File: config.mk
export PLATFORM = sky130hd
export DESIGN_NAME = cache_ahb_ctrl_in
export DESIGN_NICKNAME = d
export VERILOG_FILES = /design/src/rtl/cache_pkg.sv /design/src/rtl/cache_ahb_ctrl_in.sv
export SDC_FILE = /design/constraint.sdc
export NUM_CORES = 1
export LEC_CHECK = 0
export ABC_AREA = 1
export CAP_MARGIN = 20
export CELL_PAD_IN_SITES_DETAIL_PLACEMENT = 0
export CELL_PAD_IN_SITES_GLOBAL_PLACEMENT = 1
export CORE_ASPECT_RATIO = 1.25
export CORE_MARGIN = 5
export CORE_UTILIZATION = 18
export CTS_BUF_LIST = sky130_fd_sc_hd__clkbuf_2
export DETAILED_ROUTE_END_ITERATION = 16
export PLACE_DENSITY_LB_ADDON = 0.1
export SLEW_MARGIN = 30
export SYNTH_ARGS = -nofsm -noshare
export SYNTH_HDL_FRONTEND = slang
export SYNTH_SLANG_ARGS = --single-unit
File: constraint.sdc
create_clock -name i_hclk -period 1.63 [get_ports i_hclk]
set_input_delay 0.163 -clock i_hclk [delete_from_list [all_inputs] [get_ports i_hclk]]
set_output_delay 0.163 -clock i_hclk [all_outputs]
set_load 0.01 [all_outputs]
File: src/rtl/cache_pkg.sv
// Shared types and AHB-Lite encodings for the cache front end.
package cache_pkg;

    typedef logic [1:0] state_t;

    // Responder data-phase state
    localparam state_t IDLE = 2'd0;
    localparam state_t READ = 2'd1;
    localparam state_t ERR1 = 2'd2;
    localparam state_t ERR2 = 2'd3;

    localparam logic [1:0] HTRANS_IDLE   = 2'b00;
    localparam logic [1:0] HTRANS_BUSY   = 2'b01;
    localparam logic [1:0] HTRANS_NONSEQ = 2'b10;
    localparam logic [1:0] HTRANS_SEQ    = 2'b11;

    localparam logic [2:0] HSIZE_WORD = 3'h2;

    localparam logic HRESP_OKAY  = 1'b0;
    localparam logic HRESP_ERROR = 1'b1;

endpackage

File: src/rtl/cache_ahb_ctrl_in.sv
// AHB-Lite responder forwarding word reads to the cache core; anything else
// gets a two-cycle ERROR response and never reaches the core.
module cache_ahb_ctrl_in
    import cache_pkg::*;
(
    input  logic        i_hclk,
    input  logic        i_hnreset,
    input  logic        i_hsel,
    input  logic [31:0] i_haddr,
    input  logic        i_hwrite,
    input  logic [2:0]  i_hsize,
    input  logic [2:0]  i_hburst,
    input  logic [3:0]  i_hprot,
    input  logic [3:0]  i_hmaster,
    input  logic [1:0]  i_htrans,
    input  logic        i_hready,
    input  logic [31:0] i_hwdata,
    output logic        o_hreadyout,
    output logic        o_hresp,
    output logic [31:0] o_hrdata,
    output logic        o_sel,
    output logic [29:0] o_addr,
    input  logic [31:0] i_rdata,
    input  logic        i_ready
);

    state_t      state_q, state_d;
    logic [29:0] addr_q;
    logic        accept;
    logic        bad;
    logic        phase_done;
    logic        unused_inputs;

    assign accept = i_hsel & i_htrans[1] & i_hready;
    assign bad    = i_hwrite | (i_hsize != HSIZE_WORD) | (i_haddr[1:0] != 2'b00);

    assign unused_inputs = ^{i_hburst, i_hprot, i_hmaster, i_hwdata, i_htrans[0]};

    // A new address phase may only be taken when the current data phase ends.
    always_comb begin
        phase_done = 1'b0;
        case (state_q)
            IDLE, ERR2: phase_done = 1'b1;
            READ:       phase_done = i_ready;
            default:    phase_done = 1'b0;
        endcase
    end

    always_comb begin
        state_d = state_q;
        if (state_q == ERR1) begin
            state_d = ERR2;
        end else if (phase_done) begin
            if (!accept)  state_d = IDLE;
            else if (bad) state_d = ERR1;
            else          state_d = READ;
        end
    end

    always_ff @(posedge i_hclk or negedge i_hnreset) begin
        if (!i_hnreset) begin
            state_q <= IDLE;
            addr_q  <= '0;
        end else begin
            state_q <= state_d;
            if (phase_done && accept) begin
                addr_q <= i_haddr[31:2];
            end
        end
    end

    always_comb begin
        o_hreadyout = 1'b1;
        o_hresp     = HRESP_OKAY;
        o_hrdata    = '0;
        o_sel       = 1'b0;
        case (state_q)
            READ: begin
                o_sel       = 1'b1;
                o_hreadyout = i_ready;
                if (i_ready) o_hrdata = i_rdata;
            end
            ERR1: begin
                o_hreadyout = 1'b0;
                o_hresp     = HRESP_ERROR;
            end
            ERR2: begin
                o_hresp = HRESP_ERROR;
            end
            default: ;
        endcase
    end

    assign o_addr = addr_q;

endmodule

# Yosys cells after proc, flatten, opt, wreduce, memory -nomap -nowiden
# Index checks and enable logic that the tools add are counted.
[totals]
inputBits = 118
output_inout_bits = 65
register_bits = 32
wordCells = 26
[classes]
n_bitwise = 4
n_eq_ne = 4
n_mux = 10
n_reduce_logical = 6
[op_table]
columns = ["cell", "count"]
rows = [
  ["$mux 32", 2],
  ["$mux 2", 4],
  ["$eq 2x2->1 const B", 2],
  ["$pmux 1 s2", 2],
  ["$reduce_bool 2->1", 2],
  ["$reduce_or 2->1", 2],
  ["$ne 3x2->1 const B", 1],
  ["$and 1x1->1", 2],
  ["$eq 2x1->1 const B", 1],
  ["$logic_not 2->1", 1],
  ["$mux 1", 2],
  ["$or 1x1->1", 2],
  ["$logic_and 1x1->1", 1],
]

# Logic depth before layout (Yosys ltp)
[depth]
ltp_word = 7
depth_mapped = 8
depth_no_buf = 8

# Worst setup path after synthesis
# Ideal clock, no wire load.
[synth_timing]
path_kind = "register to output"
from = "register state_q[0]"
to = "output o_hrdata[10]"
stages_incl_launch_ff = 5
arrival_ns = 1.172
required_ns = 1.467
path_buffers = 1
slack_ns = 0.295
path_cell_list = "dfrtp_1 ha_1 nand2_2 clkbuf_1 nor2_1"
[synth_between]
elab_chain_len = 2
[synth_lines]
columns = ["element", "line_no", "source"]
rows = [
  ["start, declared", "cache_ahb_ctrl_in.sv:27", "state_t state_q, state_d;"],
  ["start signal, assigned", "cache_ahb_ctrl_in.sv:65", "state_q <= state_d;"],
  ["$eq 2x1->1", "cache_ahb_ctrl_in.sv:77", "case (state_q)"],
  ["$mux 32", "cache_ahb_ctrl_in.sv:77", ""],
  ["end, declared", "cache_ahb_ctrl_in.sv:20", "output logic [31:0] o_hrdata,"],
]
# No other way between the ends.

# Final worst setup path
[layout_timing]
from = "register state_q[1]"
to = "output o_hrdata[23]"
# Same word-level chain as after synthesis.

==> results.yml <==
placement:
  dpl_worst_slack_ns: -0.120
  gp_congestion: 0.734
  post-dp-hpwl_um: 5040
  post_dp_cell_area_um2: 3290
  buffer_ports.inserted: 138
clock_tree:
  clock_insertion_delay_worst_skew_ns: 0.37
  cts.sinks: 32
  path_clk_slew_ns: 0.20
  cts_tree: "done"
  cts_root_buffer: "sky130_fd_sc_hd__clkbuf_2"
  ctsHtreeMaxLevel: 2
  numCtsBuffers: 5
  clk_path_buf_depth: 2
route:
  dr.first_iter.drc_count: 56
  drt.antenna.violating_nets: 0
  drc: 0
  post_drt_wl_per_cell_um: 13.8
  detailedRoute.firstPassIterationCount: 4
  vias_per_cell: 3.97
  route.final.wire_length_um: 7060
  count_of_vias_placed_by_the_detailed_router: 2031
critical_path:
  worst-r2r-cell-count: 10
  critical-path-slowest-cell: "sky130_fd_sc_hd__dfrtp_1"
  critPathRequiredTime_ns: 1.47
  delay_of_the_slowest_critical_path_stage_ns: 0.45
  path_buf_inv: 3
  series_of_cell_instances_along_the_critical_path: "inv_2 > ha_4 > nand2_8 > clkbuf_16 > nor2_1 > buf_2"
  crit_family: "flip-flops"
  timing.critical_path.arrival_ns: 1.54
  cp_num_cells: 6
  worstSetupStartpointType: "flip-flop"
  path_max_fanout: 7
  worstSetupPathType: "reg2out"
  endpoint_kind: "output pin"
sta:
  worst_pin_slew_ns: 0.434
  timing.max_slew.rel_slack: 0.710
  fin_crit_ns: 1.70
  fin_worst_skew_ns: 0.0252
  highest_clock_rate_mhz: 588
  setup_repair_after_global_routing_missed_its_margin: "yes"
  timing_max_transition_violations_final: 0
  post-route-worst-setup-slack_ns: -0.0706
  finalSetupViolations: 53
  timing.final.crit_share: 1.04
  hold_viol: 0
final_layout:
  utilization: 0.406
  area_delta_synth_final_pct: 119
  postLayoutCellArea_um2: 3740
  drive_above_1_share: 0.299
  final_nets: 508
  leading_cell_types_in_the_layout_fill_and_taps_excluded: "102 x sky130_fd_sc_hd__clkdlybuf4s50_1, 61 x sky130_fd_sc_hd__nand2_1, 36 x sky130_fd_sc_hd__inv_1"
  most_common_cell_after_layout_fill_and_taps_aside: "sky130_fd_sc_hd__clkdlybuf4s50_1"
global_routing:
  grt_first_pass_wirelength_um: 10500
  global_route.overflow_total: 0
  grt_pass1_vias: 2046
  aggregate_global_route_resource_usage: 0.114
  grt_start_max_net_pins: 33
  number_of_antenna_violations_at_the_first_check_in_global_routing: 1
pwr:
  max-vdd-ir-drop_uv: 524
  p_leak_nw: 1.82
  power_report.internal_total_mw: 3.02
  clkPwrFrac: 0.079
  share_seq_of_total_power: 0.281
  power_density_nw_per_um2: 1350
  power.switching_fraction: 0.405
  power_frac_comb: 0.640
  power_switching_mw: 2.05
floorplan:
  row_count: 39
  core_area_um2: 9220
  dieArea_um2: 11600
  pin_count: 183
  floorplan.die.height_um: 119
  initial_utilization: 0.186
  die_w_um: 97.2
worst_hold_path:
  hold_path_depth: 3
  hp-class: "in2reg"
status:
  violations_in_the_final_reports: "negative setup slack"
  status: "finished with violations"
synth:
  yosys_warnings: 0
  synth_sequential_area_ratio: 0.468
  syn_nets: 350
  netlist_area_um2: 1710
  synthDistinctLibCells: 16
  synthCells: 229
  postSynthRegisterBits: 32
  syn_area_per_cell_um2: 7.47
flow_run:
  maxCapViolations: 0
-- final timing paths --
kind,start,to,slack (ns)
min reg2reg,o_addr[3],o_addr[3],0.49
max in group asynchronous,i_hnreset,state_q[0],0.95
max reg2reg,state_q[1],o_addr[28],-0.04
min,i_haddr[13],o_addr[11],0.32
min in group asynchronous,i_hnreset,state_q[1],0.33
max,state_q[1],o_hrdata[23],-0.07
-- cells by family (layout without fill, tap and decap cells) --
family / after synthesis / in the layout / synth area share
flops: 32 / 32 / 0.468
buf+inv: 54 / 213 / 0.143
fa+ha+maj: 3 / 3 / 0.0219
other cells: 0 / 1 / 0
simple gates: 137 / 137 / 0.358
compound gates: 3 / 3 / 0.00877
-- layout make-up --
class / instances / area [um^2]
inverter: 39 / 146
tap: 123 / 154
multi-input combinational: 143 / 913
clock inverter: 2 / 11.3
sequential: 32 / 802
clock buffer: 6 / 30.0
fill: 950 / 5480
timing repair buffer: 166 / 1680
antenna: 1 / 2.50
-- routing by layer --
metal	global-route usage	routed length, um	vias up
li1	-	-	1024
met1	0.128	2800	935
met2	0.209	3730	68
met3	0.0292	449	4
met4	0.0372	76	0
met5	0	0	-
-- flip-flops by register name, indices dropped and copies added, names as in the netlist --
signal / flops
state_q: 2
o_addr: 30
-- tightest hold or removal path, cell delays in order --
cell                              delay, ns
sky130_fd_sc_hd__clkdlybuf4s50_1       0.39
sky130_fd_sc_hd__nand4_1               0.08
sky130_fd_sc_hd__nand2_1               0.05
-- cells in the mapped netlist --
| cell | number | share of area |
|---|---|---|
| sky130_fd_sc_hd__buf_2 | 7 | 0.020 |
| sky130_fd_sc_hd__buf_4 | 3 | 0.013 |
| sky130_fd_sc_hd__buf_6 | 3 | 0.020 |
| sky130_fd_sc_hd__clkbuf_1 | 2 | 0.0044 |
| sky130_fd_sc_hd__dfrtp_1 | 32 | 0.47 |
| sky130_fd_sc_hd__ha_1 | 3 | 0.022 |
| sky130_fd_sc_hd__inv_1 | 38 | 0.083 |
| sky130_fd_sc_hd__inv_2 | 1 | 0.0022 |
| sky130_fd_sc_hd__nand2_1 | 65 | 0.14 |
| sky130_fd_sc_hd__nand2_2 | 2 | 0.0073 |
| sky130_fd_sc_hd__nand3_1 | 2 | 0.0058 |
| sky130_fd_sc_hd__nand3_4 | 1 | 0.010 |
| sky130_fd_sc_hd__nand4_1 | 30 | 0.11 |
| sky130_fd_sc_hd__nor2_1 | 36 | 0.079 |
| sky130_fd_sc_hd__o21ai_0 | 3 | 0.0088 |
| sky130_fd_sc_hd__or2_2 | 1 | 0.0037 |
-- power by group through the flow --
| stage | Combinational (mW) | Clock [mW] | Sequential [mW] |
|---|---|---|---|
| 5_1_grt | 3.52 | 0.475 | 1.48 |
| 3_5_place_dp | 2.76 | 0 | 1.43 |
| 2_1_floorplan | 0.979 | 0 | 1.60 |
| 4_1_cts | 2.85 | 0.434 | 1.42 |
| 6_report | 3.24 | 0.401 | 1.42 |
| 3_3_place_gp | 2.75 | 0 | 1.41 |
-- through the flow --
stage	setup TNS [ns]	hold WS, ns	cells	power, mW
after floorplan	0	-0.133	229	2.58
after global placement	-3.12	0.228	489	4.16
after detailed placement	-3.15	0.231	489	4.19
after CTS	-2.81	0.283	503	4.71
after global routing	-9.14	0.270	512	5.47
final	-2.11	0.323	512	5.07
-- what timing repair did --
action | CTS | global route
setup buffers | 4 | 5
endpoints found under the setup margin | 52 | 66
gates resized for setup | 162 | 82
hold endpoints to repair | 32 | 0
pin swaps | 2 | 3
hold buffers | 1 | 0
cloned | 1 | 3
No activity file was read; power rests on OpenSTA's default activity.
